--- config.mk ---
export PLATFORM = sky130hd
export DESIGN_NAME = hpdc_mem_tid_remap
export DESIGN_NICKNAME = d
export VERILOG_FILES = /design/src/rtl/hpdc_mem_tid_remap.sv
export SDC_FILE = /design/constraint.sdc
export NUM_CORES = 1
export LEC_CHECK = 0
export ABC_CLOCK_PERIOD_IN_PS = 7800
export CORE_AREA = 3 3 461 463
export CTS_CLUSTER_DIAMETER = 40
export CTS_CLUSTER_SIZE = 28
export DETAILED_ROUTE_END_ITERATION = 12
export DIE_AREA = 0 0 464 466
export PLACE_DENSITY = 0.3
export SLEW_MARGIN = 25
export SYNTH_ARGS = -nofsm -noshare
export SYNTH_HDL_FRONTEND = slang
export SYNTH_SLANG_ARGS = --single-unit
export TNS_END_PERCENT = 50
--- constraint.sdc ---
create_clock -name clk_i -period 7.8 [get_ports clk_i]
set_input_delay 0.78 -clock clk_i [delete_from_list [all_inputs] [get_ports clk_i]]
set_output_delay 0.78 -clock clk_i [all_outputs]
set_load 0.01 [all_outputs]
--- src/rtl/hpdc_mem_tid_remap.sv ---
`default_nettype none
// ============================================================================
// Module      : hpdc_mem_tid_remap
// Description : Read-channel transaction-ID remapper. Each accepted cache read
//               request is given the lowest free downstream slot ID. The cache
//               TID is stored in that slot and restored on every response beat.
//               The slot is released on the accepted last beat. Request and
//               response paths are purely combinational (zero latency).
// Revision    : 1.0 - initial release
// ============================================================================
module hpdc_mem_tid_remap #(
    parameter int UP_ID_WIDTH   = 8,
    parameter int DN_ID_WIDTH   = 3,
    parameter int REQ_PLD_WIDTH = 64,
    parameter int RSP_PLD_WIDTH = 514
) (
    input  logic                     clk_i,
    input  logic                     rstn_i,
    // upstream (cache) request
    input  logic                     up_req_valid_i,
    output logic                     up_req_ready_o,
    input  logic [UP_ID_WIDTH-1:0]   up_req_id_i,
    input  logic [REQ_PLD_WIDTH-1:0] up_req_pld_i,
    // downstream (fabric) request
    output logic                     dn_req_valid_o,
    input  logic                     dn_req_ready_i,
    output logic [DN_ID_WIDTH-1:0]   dn_req_id_o,
    output logic [REQ_PLD_WIDTH-1:0] dn_req_pld_o,
    // downstream (fabric) response
    input  logic                     dn_rsp_valid_i,
    output logic                     dn_rsp_ready_o,
    input  logic [DN_ID_WIDTH-1:0]   dn_rsp_id_i,
    input  logic                     dn_rsp_last_i,
    input  logic [RSP_PLD_WIDTH-1:0] dn_rsp_pld_i,
    // upstream (cache) response
    output logic                     up_rsp_valid_o,
    input  logic                     up_rsp_ready_i,
    output logic [UP_ID_WIDTH-1:0]   up_rsp_id_o,
    output logic                     up_rsp_last_o,
    output logic [RSP_PLD_WIDTH-1:0] up_rsp_pld_o,
    // control / status
    input  logic                     block_i,
    output logic                     idle_o,
    output logic [DN_ID_WIDTH:0]     outstanding_o,
    output logic                     err_unmapped_o
);

    localparam int                     c_NSLOT   = 2 ** DN_ID_WIDTH;
    localparam logic [DN_ID_WIDTH:0]   c_CNT_MAX = (DN_ID_WIDTH + 1)'(c_NSLOT);
    localparam logic [DN_ID_WIDTH:0]   c_CNT_ONE = (DN_ID_WIDTH + 1)'(1);
    localparam logic [c_NSLOT-1:0]     c_ONE_HOT = {{(c_NSLOT - 1){1'b0}}, 1'b1};

    logic [c_NSLOT-1:0]     r_busy;
    logic [UP_ID_WIDTH-1:0] r_tid [c_NSLOT];
    logic [DN_ID_WIDTH:0]   r_cnt;
    logic                   r_err;

    logic [DN_ID_WIDTH-1:0] w_free_slot;
    logic                   w_has_free;
    logic                   w_req_open;
    logic                   w_alloc;
    logic                   w_rsp_hs;
    logic                   w_slot_busy;
    logic                   w_release;
    logic                   w_unmapped;
    logic [c_NSLOT-1:0]     w_alloc_oh;
    logic [c_NSLOT-1:0]     w_release_oh;

    // Lowest-index free slot: scan downwards so the last hit is the lowest index
    always_comb begin
        w_free_slot = '0;
        for (int i = c_NSLOT - 1; i >= 0; i--) begin
            if (!r_busy[i]) begin
                w_free_slot = DN_ID_WIDTH'(i);
            end
        end
    end

    // Request path: the rstn_i term keeps the handshake closed while reset is held,
    // since the cleared table would otherwise look fully free.
    assign w_has_free     = ~&r_busy;
    assign w_req_open     = rstn_i & w_has_free & ~block_i;
    assign dn_req_valid_o = up_req_valid_i & w_req_open;
    assign up_req_ready_o = dn_req_ready_i & w_req_open;
    assign dn_req_id_o    = w_free_slot;
    assign dn_req_pld_o   = up_req_pld_i;
    assign w_alloc        = up_req_valid_i & up_req_ready_o;

    // Response path: straight pass-through with TID restored from the table
    assign up_rsp_valid_o = dn_rsp_valid_i;
    assign dn_rsp_ready_o = up_rsp_ready_i;
    assign up_rsp_id_o    = r_tid[dn_rsp_id_i];
    assign up_rsp_last_o  = dn_rsp_last_i;
    assign up_rsp_pld_o   = dn_rsp_pld_i;

    // A beat on a free slot never releases anything; it only raises the error flag.
    // Alloc targets a free slot and release a busy one, so they never collide.
    assign w_rsp_hs     = dn_rsp_valid_i & up_rsp_ready_i;
    assign w_slot_busy  = r_busy[dn_rsp_id_i];
    assign w_release    = w_rsp_hs & dn_rsp_last_i & w_slot_busy;
    assign w_unmapped   = w_rsp_hs & ~w_slot_busy;
    assign w_alloc_oh   = w_alloc   ? (c_ONE_HOT << w_free_slot) : '0;
    assign w_release_oh = w_release ? (c_ONE_HOT << dn_rsp_id_i) : '0;

    // Slot table: set busy and capture TID on alloc, clear busy on last-beat release.
    // The TID is left in place after release so late beats report the stale value.
    always_ff @(posedge clk_i or negedge rstn_i) begin
        if (!rstn_i) begin
            r_busy <= '0;
            for (int i = 0; i < c_NSLOT; i++) begin
                r_tid[i] <= '0;
            end
        end else begin
            r_busy <= (r_busy | w_alloc_oh) & ~w_release_oh;
            for (int i = 0; i < c_NSLOT; i++) begin
                if (w_alloc_oh[i]) begin
                    r_tid[i] <= up_req_id_i;
                end
            end
        end
    end

    // Outstanding counter: a simultaneous alloc and release cancel out
    always_ff @(posedge clk_i or negedge rstn_i) begin
        if (!rstn_i) begin
            r_cnt <= '0;
        end else if (w_alloc && !w_release && (r_cnt != c_CNT_MAX)) begin
            r_cnt <= r_cnt + c_CNT_ONE;
        end else if (!w_alloc && w_release && (r_cnt != '0)) begin
            r_cnt <= r_cnt - c_CNT_ONE;
        end
    end

    // Sticky error flag for beats that arrive on an unallocated slot
    always_ff @(posedge clk_i or negedge rstn_i) begin
        if (!rstn_i) begin
            r_err <= 1'b0;
        end else if (w_unmapped) begin
            r_err <= 1'b1;
        end
    end

    assign idle_o         = ~|r_busy;
    assign outstanding_o  = r_cnt;
    assign err_unmapped_o = r_err;

endmodule
`default_nettype wire
==> results of run 1 <==
-- worst max-delay path, stage by stage --
cell and delay, ns:
sky130_fd_sc_hd__clkdlybuf4s50_1 0.48, sky130_fd_sc_hd__inv_1 0.50, sky130_fd_sc_hd__mux4_2 0.67, sky130_fd_sc_hd__nor2_8 0.22, sky130_fd_sc_hd__nand3b_1 0.22, sky130_fd_sc_hd__ha_1 0.26, sky130_fd_sc_hd__a21o_1 0.19, sky130_fd_sc_hd__a21oi_1 0.24
sky130_fd_sc_hd__nand2_1 0.11, sky130_fd_sc_hd__mux4_2 0.47
-- worst min-delay path by stage --
stage,startpoint,end,slack [ns],cells past startpoint
final,rstn_i,r_tid[12],0.38,1
after global placement,r_tid[13],r_tid[13],0.47,1
after global routing,rstn_i,r_tid[12],0.40,1
after detailed placement,r_tid[13],r_tid[13],0.48,1
after floorplan,r_tid[12],r_tid[12],0.45,1
after CTS,rstn_i,r_tid[5],0.39,1
-- cells by family after synthesis --
logic type | Yosys count | synth area share, %
buffers and inverters | 599 | 54.4
AO/OA/AOI/OAI | 22 | 1.96
adder cells (fa/ha/maj) | 3 | 0.551
multiplexers | 96 | 15.6
XOR/XNOR | 2 | 0.214
flip-flops | 77 | 23.6
AND/OR/NAND/NOR | 46 | 3.75
-- synthesized netlist by cell type (2+ instances only) --
master | instances | area share, %
sky130_fd_sc_hd__a21oi_1 | 3 | 0.18
sky130_fd_sc_hd__nor3_1 | 2 | 0.12
sky130_fd_sc_hd__mux2_1 | 11 | 1.5
sky130_fd_sc_hd__nor2_1 | 9 | 0.41
sky130_fd_sc_hd__mux4_2 | 18 | 5.0
sky130_fd_sc_hd__or2_1 | 2 | 0.15
sky130_fd_sc_hd__nor3_2 | 3 | 0.37
sky130_fd_sc_hd__nor4_2 | 2 | 0.31
sky130_fd_sc_hd__mux2_2 | 61 | 8.4
sky130_fd_sc_hd__buf_2 | 5 | 0.31
sky130_fd_sc_hd__nand2_1 | 9 | 0.41
sky130_fd_sc_hd__ha_1 | 2 | 0.31
sky130_fd_sc_hd__a2bb2oi_1 | 2 | 0.21
sky130_fd_sc_hd__a32oi_1 | 2 | 0.21
sky130_fd_sc_hd__mux2i_1 | 6 | 0.73
sky130_fd_sc_hd__and3b_1 | 2 | 0.21
sky130_fd_sc_hd__buf_4 | 582 | 53
sky130_fd_sc_hd__nand2b_1 | 2 | 0.15
sky130_fd_sc_hd__o22a_1 | 4 | 0.43
sky130_fd_sc_hd__nor4bb_1 | 2 | 0.24
sky130_fd_sc_hd__or4_1 | 2 | 0.18
sky130_fd_sc_hd__nand3_1 | 4 | 0.24
sky130_fd_sc_hd__inv_1 | 6 | 0.28
sky130_fd_sc_hd__dfrtp_1 | 77 | 24
sky130_fd_sc_hd__o21ai_0 | 3 | 0.18
sky130_fd_sc_hd__clkbuf_1 | 4 | 0.18
-- sequential cells by signal, summed over array words and instances, names as in the netlist --
register	count
r_tid	64
r_busy	8
outstanding_o	4
err_unmapped_o	1
-- power breakdown --
part,switching [mW],total [mW],internal [mW]
combinational,0.248,0.486,0.239
clock,0.170,0.425,0.255
sequential,0.0913,0.603,0.512
total,0.509,1.52,1.01
-- stage by stage --
step                      cell area (sq um)  util (%)  cells
final                                  8020      3.84   3119
after global routing                   8020      3.83   3118
after CTS                              8020      3.83   3118
after detailed placement               7720      3.69   3103
after global placement                 7700      3.68   3103
after floorplan                        8180         -    845
-- area by class of cell --
class	instances	area [sq um]	area share (%)
tap	2805	3510	43.8
sequential	77	1930	24.0
multi-input combinational	169	1820	22.7
timing repair buffer	45	435	5.43
clock buffer	10	239	2.98
clock inverter	5	61.3	0.764
inverter	7	26.3	0.328
antenna	1	2.50	0.0312
-- layer usage --
layer,wire length (microns),GRT usage (%),vias to the layer above
li1,-,-,1080
met2,79400,24.8,1106
met1,14700,3.62,1550
met5,957,3.21,-
met4,5540,4.20,20
met3,63800,26.8,185
==> flow_summary.toml, run 1 <==
[run_status]
outcome = "completed"

[synth]
synthesis.yosys.warnings = 0
synthesis.area_per_instance_sq_um = 9.68
top_flip_flop_cell_by_instance_count_after_synthesis = "sky130_fd_sc_hd__dfrtp_1"
yosysUniqueCellTypes = 46
synthesis.instances = 845
synth_edf_count = 0
ys_ff_latch = 77
ys_seq_area_share_pct = 23.6
postSynthNetCount = 1445
ys_async_sr_fraction_pct = 100
mappedNetlistArea_sq_um = 8180

[setup_path]
worst-endpoint-required_ns = 8.01
worst_r2r_endpoint = "outstanding_o[3]"
setup.worst_path.end = "outstanding_o[3]"
setup_crit_start_kind = "input pin"
worst_r2r_startpoint = "r_busy[1]"
crit_type = "input pin to flop"
crit_fanout = 12
r2r.worst_path.cells = 9
regToRegSetupSlack_ns = 4.69
startpoint = "dn_rsp_id_i[2]"
worstPathArrival_ns = 4.16
kind_of_capture_point_of_the_worst_setup_path = "flop"

[global_routing]
antenna_violations_before_repair = 4
groute.usage.overall_pct = 14.5
grt.overflow.total = 0
first_pass_grt_wire_length_mm = 175
grt_start_max_net_pins = 58
grt_pass1_vias = 4073

[die]
initial_utilization_pct = 3.91
design.die.area_sq_um = 216000
boundaryPins = 1197
fp.coreArea_sq_um = 209000
num_rows = 168
die_h_microns = 466
floorplan.die.width_microns = 464

[clock_tree]
cts_tree = "built"
clock_tree.htree_level_count = 3
cts_post_setup_buffers_inserted = 0
sinks_on_clock_net = 77
clk_path_buf_depth = 2
cts_buffers = 9
cts.clk_slew.worst_paths_ns = 0.06
cts-resized-gates = 0
clk-insertion-delay-late_ns = 0.34
root_buffer = "sky130_fd_sc_hd__clkbuf_16"
holdBufCountCts = 0

[routing]
routed-via-count = 3941
route.detailed.drc = 0
route.detailed.wl_per_inst_microns = 52.7
detailedRoute.firstPassIterationCount = 4
drt_first_iter_violations = 229
totalWireLength_mm = 164
viasPerCell = 1.26
drtAntennaViolNets = 0

[timing]
whs_ns = 0.381
final_hold_viol_count = 0
final.setup_skew_ns = 0.00754
rsz0062_at_grt = "false"
setup_viol = 0
postLayoutSetupSlackWorst_ns = 3.85
max-slew-margin-rel_pct = 42.2
finalCritPeriodShare_pct = 50.6
final.min_clock_period_ns = 3.95
timing_max_transition_violations_final = 0
fin_tns_setup_ns = 0
tightest_slew_ns = 0.864
timing.fmax_mhz = 253

[final_layout]
flow.area_growth_from_synthesis_pct = -1.93
finish.net_count = 909
drive_above_1_share_pct = 35.8
layout_commonest_cell = "sky130_fd_sc_hd__dfrtp_1"
nFillCells = 24800
final_cell_mix = "77 x sky130_fd_sc_hd__dfrtp_1, 61 x sky130_fd_sc_hd__mux2_2, 39 x sky130_fd_sc_hd__clkdlybuf4s50_1"

[flow_run]
cap_violations = 0

[min_path]
timing.hold.worst.class = "input pin to asynchronous set/reset pin"

[power_and_ir_drop]
total_power_mw = 1.52
worst_ir_drop_vdd_uv = 98.7
power_density_nw_per_um2 = 189
power.leakage_nw = 2.07

[placement]
hpwlAfterDp_mm = 158
place.gp.congestion = 0.795
dpl_worst_slack_ns = 3.47
place.port_buffers = 40
No activity file was read; power rests on OpenSTA's default activity.
==> run 2, diff against run 1 <==
ABC_CLOCK_PERIOD_IN_PS = 3300   (was 7800)
CORE_AREA = 3 3 459 461   (was 3 3 461 463)
DIE_AREA = 0 0 462 464   (was 0 0 464 466)
clock period = 3.3 ns   (was 7.8 ns; I/O delays follow)
==> run 2 against run 1 <==
Effect of this change:
- clock-buffer cell count fell by 1
- global-route usage rose by 0.22 points
- clock power rose to 2.6 times the previous value
- core utilization barely moved
- via count rose by 0.10%
- routed wire length barely moved
- first-iteration DRC count fell by 36%
- register-to-register slack got worse by 4.3 ns
- setup slack got worse by 3.5 ns
==> flow_summary.toml, run 2 (synthesis gave the netlist of run 1 again) <==
[power_and_ir_drop]
clockPowerShare_pct = 31.2
power.leakage_nw = 2.16
power_density_nw_per_um2 = 446
sequentialPowerShare_pct = 39.6
cellInternalPower_mw = 2.40
p_sw_share_pct = 33.0
share_comb_of_total_power_pct = 29.2
switching_pwr_mw = 1.18
worst_ir_drop_vdd_uv = 225

[clock_tree]
cts.clk_slew.worst_paths_ns = 0.08
sinks_on_clock_net = 77
clk_path_buf_depth = 2
cts_tree = "built"
cts_post_setup_buffers_inserted = 0
root_buffer = "sky130_fd_sc_hd__clkbuf_16"
cts-resized-gates = 0
holdBufCountCts = 0
clk-insertion-delay-late_ns = 0.39
cts_buffers = 9
clock_tree.htree_level_count = 3

[placement]
place.port_buffers = 40
place.gp.congestion = 0.781
dpl.cell_count = 3016
dpl_worst_slack_ns = 0.0168
hpwlAfterDp_mm = 158

[routing]
drtAntennaViolNets = 0
route.detailed.wl_per_inst_microns = 54.3
detailedRoute.firstPassIterationCount = 4
routed-via-count = 3945
drt_first_iter_violations = 147
viasPerCell = 1.30
totalWireLength_mm = 165
route.detailed.drc = 0

[global_routing]
groute.usage.overall_pct = 14.8
grt_pass1_vias = 4086
antenna_violations_before_repair = 2
grt_start_max_net_pins = 49
global_route.usage.met2_pct = 24.6
grt.met1_usage_pct = 3.97
grt_use_met3_pct = 27.5
first_pass_grt_wire_length_mm = 175
grt_busiest_layer = "met3"
grt.overflow.total = 0

[final_layout]
nFillCells = 24500
diodes = 0
layout_commonest_cell = "sky130_fd_sc_hd__dfrtp_1"
largest_register = "r_tid"
largest_register_ff_count = 64
final-instance-count-excl-fill = 3032
flow.area_growth_from_synthesis_pct = -1.87
area_of_combinational_cells_with_multiple_inputs_sq_um = 1820
area.sequential_sq_um = 1930
drive_above_1_share_pct = 38.7
finish.net_count = 923
final_cell_mix = "77 x sky130_fd_sc_hd__dfrtp_1, 61 x sky130_fd_sc_hd__mux2_2, 39 x sky130_fd_sc_hd__clkdlybuf4s50_1"

[timing]
finalCritPeriodShare_pct = 90.4
final_hold_viol_count = 0
tightest_slew_ns = 0.849
setup_viol = 0
timing_max_transition_violations_final = 0
postLayoutSetupSlackWorst_ns = 0.316
timing.fmax_mhz = 335
final.min_clock_period_ns = 2.98
final.setup_skew_ns = 0.0170
rsz0062_at_grt = "false"
max-slew-margin-rel_pct = 43.4

[die]
floorplan.die.width_microns = 462
boundaryPins = 1197
design.die.area_sq_um = 214000
initial_utilization_pct = 3.95
die_h_microns = 464
num_rows = 167
fp.coreArea_sq_um = 207000

[setup_path]
crit_fanout = 20
kind_of_capture_point_of_the_worst_setup_path = "output port"
worst_r2r_startpoint = "r_busy[2]"
crit_path_max_incr_delay_ns = 0.64
worst_r2r_endpoint = "outstanding_o[3]"
cpMaxStageDelayCell = "sky130_fd_sc_hd__clkdlybuf4s50_1"
worstPathCellList = "clkdlybuf4s50_1 > buf_4 > mux4_2 > mux2_2 > clkdlybuf4s50_1"
crit_type = "input pin to output port"
worst-endpoint-required_ns = 2.97
cp_top_family = "buffers and inverters"
setup_crit_start_kind = "input pin"
regToRegSetupSlack_ns = 0.44
startpoint = "dn_rsp_id_i[1]"
critPathMostFrequentCell = "sky130_fd_sc_hd__clkdlybuf4s50_1"
r2r.worst_path.cells = 9
worstPathArrival_ns = 2.65
worst-path-buf-inv = 3

[flow_run]
cap_violations = 0

[min_path]
timing.hold.worst.class = "input pin to asynchronous set/reset pin"

[run_status]
outcome = "completed"
==> run 2: cell types whose count changed in the layout (fill, tap and decap cells not counted), sizes merged <==
cell      change
diode         -1
clkbuf        -1
buf          +14
clkinv        +1
clkinvlp      -2
inv           +3
==> run 2: power groups by stage <==
stage	Combinational, mW	Sequential, mW	Clock, mW
after floorplan	1.38	1.35	0
after global placement	1.06	1.42	0
after detailed placement	1.07	1.43	0
after CTS	1.07	1.41	1.19
after global routing	1.15	1.45	1.20
final	1.05	1.42	1.12
==> run 2: how the worst max path moves through the flow <==
stage	slack [ns]	cells after the start	end
2_1_floorplan	0.54	10	outstanding_o[3]
3_3_place_gp	-0.04	10	outstanding_o[3]
6_report	0.32	5	up_rsp_id_o[0]
3_5_place_dp	0.02	10	outstanding_o[3]
4_1_cts	0.32	5	up_rsp_id_o[0]
5_1_grt	0.23	5	up_rsp_id_o[0]
==> run 2: area by class of cell <==
| cell class | instances | share of cell area (%) |
|---|---|---|
| Inverter | 7 | 0.327 |
| Tap cell | 2704 | 42.2 |
| Multi-Input combinational cell | 169 | 22.7 |
| Sequential cell | 77 | 24.0 |
| Clock buffer | 9 | 2.81 |
| Clock inverter | 7 | 1.14 |
| Timing Repair Buffer | 59 | 6.89 |
==> run 2: worst register-to-register path: stages (launching register included) <==
cell,delay [ns]
sky130_fd_sc_hd__dfrtp_1,0.53
sky130_fd_sc_hd__mux2i_1,0.13
sky130_fd_sc_hd__mux4_2,0.54
sky130_fd_sc_hd__nor2_8,0.13
sky130_fd_sc_hd__nand3b_1,0.14
sky130_fd_sc_hd__ha_1,0.24
sky130_fd_sc_hd__a21o_1,0.17
sky130_fd_sc_hd__a21oi_1,0.25
sky130_fd_sc_hd__nand2_1,0.11
sky130_fd_sc_hd__mux4_2,0.48
==> run 2: metal layers <==
layer | up-vias | share of wire, %
li1 | 1116 | -
met1 | 1534 | 9.4
met2 | 1085 | 47
met3 | 194 | 39
met4 | 16 | 3.4
met5 | - | 0.46
==> run 2: through the flow <==
stage	power [mW]	instance area, sq um	util [%]	setup TNS (ns)	hold WS [ns]
global placement	2.48	7710	3.73	-0.0397	0.468
global route	3.80	8030	3.88	0	0.164
finish	3.58	8030	3.88	0	0.125
detailed placement	2.50	7710	3.73	0	0.471
CTS	3.68	8030	3.88	0	0.138
floorplan	2.73	8180	-	0	0.0344
==> run 3, diff against run 2 <==
--- a/config.mk
+++ b/config.mk
@@ -6,5 +6,5 @@
 export NUM_CORES = 1
 export LEC_CHECK = 0
-export ABC_CLOCK_PERIOD_IN_PS = 3300
+export ABC_CLOCK_PERIOD_IN_PS = 2530
 export CORE_AREA = 3 3 459 461
 export CTS_CLUSTER_DIAMETER = 40
==> constraint.sdc (replaced) <==
create_clock -name clk_i -period 2.53 [get_ports clk_i]
set_input_delay 0.3795 -clock clk_i [delete_from_list [all_inputs] [get_ports clk_i]]
set_output_delay 0.3795 -clock clk_i [all_outputs]
set_load 0.01 [all_outputs]
==> run 3 against run 2 <==
Effect of this change:
- core utilization is 0.26 points higher
- the flow now finishes with violations (setup timing)
- total power grew 41%
- largest cell class unchanged
- global-route usage about the same
- non-clock buffer count grew 44
==> flow_summary.toml, run 3 (synthesis gave the netlist of run 1 again) <==
[run_status]
outcome = "finished with violations"
violations_in_the_final_reports = "setup timing"

[setup_path]
crit_path_max_incr_delay_ns = 0.53
worstPathArrival_ns = 2.84
worst-path-buf-inv = 0
crit_type = "flop to flop"
cp_top_family = "multiplexers"
kind_of_capture_point_of_the_worst_setup_path = "flop"
cpMaxStageDelayCell = "sky130_fd_sc_hd__mux4_2"
worstPathCellList = "mux2i_1 > mux4_2 > nor2_8 > nand3b_1 > ha_1 > a21o_1 > a21oi_2 > nand2_1 > mux4_2"
crit_fanout = 3
critPathMostFrequentCell = "sky130_fd_sc_hd__mux4_2"
worst-endpoint-required_ns = 2.78
setup_crit_start_kind = "flop"

[timing]
final_hold_viol_count = 0
rsz0062_at_grt = "true"
setup_viol = 1
timing_max_transition_violations_final = 0
finalCritPeriodShare_pct = 102
final.min_clock_period_ns = 2.59
final.setup_skew_ns = 0.0151
max-slew-margin-rel_pct = 57.3
tightest_slew_ns = 0.641
timing.fmax_mhz = 386
postLayoutSetupSlackWorst_ns = -0.0590
fin_tns_setup_ns = -0.0590

[routing]
route.detailed.wl_per_inst_microns = 53.6
detailedRoute.firstPassIterationCount = 4
drt_first_iter_violations = 189
drtAntennaViolNets = 0
viasPerCell = 1.34
route.detailed.drc = 0
totalWireLength_mm = 165
routed-via-count = 4124

[placement]
place.gp.congestion = 0.772
hpwlAfterDp_mm = 158
dpl.cell_count = 3056
place.port_buffers = 40

[clock_tree]
cts_tree = "built"
cts_buffers = 9
clock_tree.htree_level_count = 3
clk-insertion-delay-late_ns = 0.38
sinks_on_clock_net = 77
root_buffer = "sky130_fd_sc_hd__clkbuf_16"
cts.clk_slew.worst_paths_ns = 0.07
clk_path_buf_depth = 2
holdBufCountCts = 0

[global_routing]
groute.usage.overall_pct = 14.8
grt_use_met3_pct = 27.6
global_route.usage.met2_pct = 24.7
antenna_violations_before_repair = 3
grt_busiest_layer = "met3"
grt_start_max_net_pins = 49
grt.met1_usage_pct = 3.85
first_pass_grt_wire_length_mm = 175
grt.overflow.total = 0
grt_pass1_vias = 4263

[final_layout]
flow.area_growth_from_synthesis_pct = 4.79
final-instance-count-excl-fill = 3076
layout_commonest_cell = "sky130_fd_sc_hd__dfrtp_1"
nFillCells = 24500
diodes = 0
drive_above_1_share_pct = 50.0
largest_register = "r_tid"
finish.net_count = 967
final_cell_mix = "77 x sky130_fd_sc_hd__dfrtp_1, 61 x sky130_fd_sc_hd__mux2_2, 53 x sky130_fd_sc_hd__buf_4"
largest_register_ff_count = 64

[die]
initial_utilization_pct = 3.95
design.die.area_sq_um = 214000
num_rows = 167
floorplan.die.width_microns = 462
boundaryPins = 1197
die_h_microns = 464
fp.coreArea_sq_um = 207000

[power_and_ir_drop]
clockPowerShare_pct = 30.6
cellInternalPower_mw = 3.41
worst_ir_drop_vdd_uv = 340
switching_pwr_mw = 1.63
p_sw_share_pct = 32.3
share_comb_of_total_power_pct = 34.0
sequentialPowerShare_pct = 35.4
power.leakage_nw = 2.48
power_density_nw_per_um2 = 588

[min_path]
timing.hold.worst.class = "input pin to asynchronous set/reset pin"

[flow_run]
cap_violations = 0
run 3: cell count changes in the layout (fill, tap and decap cells not counted), sizes merged:
cell	before	now
bufinv	1	2
dlymetal6s2s	0	3
clkinv	2	0
buf	20	68
clkdlybuf4s15	0	1
dlygate4sd2	0	3
clkdlybuf4s50	39	28
clkinvlp	1	2
run 3: metrics by stage:
stage                     total power [mW]  hold slack [ns]  instance area [sq um]  utilization, %  setup WS, ns
after floorplan                       3.57           0.0839                   8190               -        -0.152
after global placement                3.49            0.465                   8130            3.93        -0.685
after detailed placement              3.50            0.474                   8130            3.93        -0.729
after CTS                             5.11            0.207                   8510            4.11       -0.0996
after global routing                  5.31            0.208                   8570            4.14        -0.178
final                                 5.04            0.157                   8570            4.14       -0.0590
run 3: path summary, 6_finish.rpt:
check	to	startpoint	cells after the start	slack (ns)
setup / recovery	outstanding_o[3]	r_busy[6]	9	-0.06
hold / removal	outstanding_o[3]	rstn_i	2	0.16
setup reg to reg	outstanding_o[3]	r_busy[6]	9	-0.06
hold reg to reg	r_tid[12]	r_tid[12]	1	0.48
max in group asynchronous	r_tid[4]	rstn_i	3	1.30
min in group clk_i	r_busy[4]	dn_rsp_id_i[2]	3	0.39
run 3: repair_timing:
action	in CTS	in global routing
buffers inserted	0	3
resized for setup	21	11
gates cloned	1	0
pin swaps	0	3
endpoints found under the setup margin	13	6
run 3: area by class of cell:
cell class | count | area (sq um) | share of cell area [%]
multi-input combinational | 169 | 1860 | 21.7
inverter | 7 | 26.3 | 0.307
clock inverter | 7 | 104 | 1.21
tap | 2704 | 3380 | 39.5
sequential | 77 | 1930 | 22.5
timing repair buffer | 103 | 1040 | 12.2
clock buffer | 9 | 225 | 2.63
run 3: power groups by stage:
stage               Combinational, mW  Sequential, mW  Clock (mW)
floorplan                        1.80            1.77           0
global route                     1.85            1.82        1.65
detailed placement               1.69            1.81           0
finish                           1.71            1.78        1.54
global placement                 1.69            1.80           0
CTS                              1.71            1.78        1.62
run 3: routing by layer:
layer  share of wire, %  wire (microns)
met5               0.39             640
met4                3.5            5710
met2                 47           78100
met1                9.2           15100
met3                 40           65400
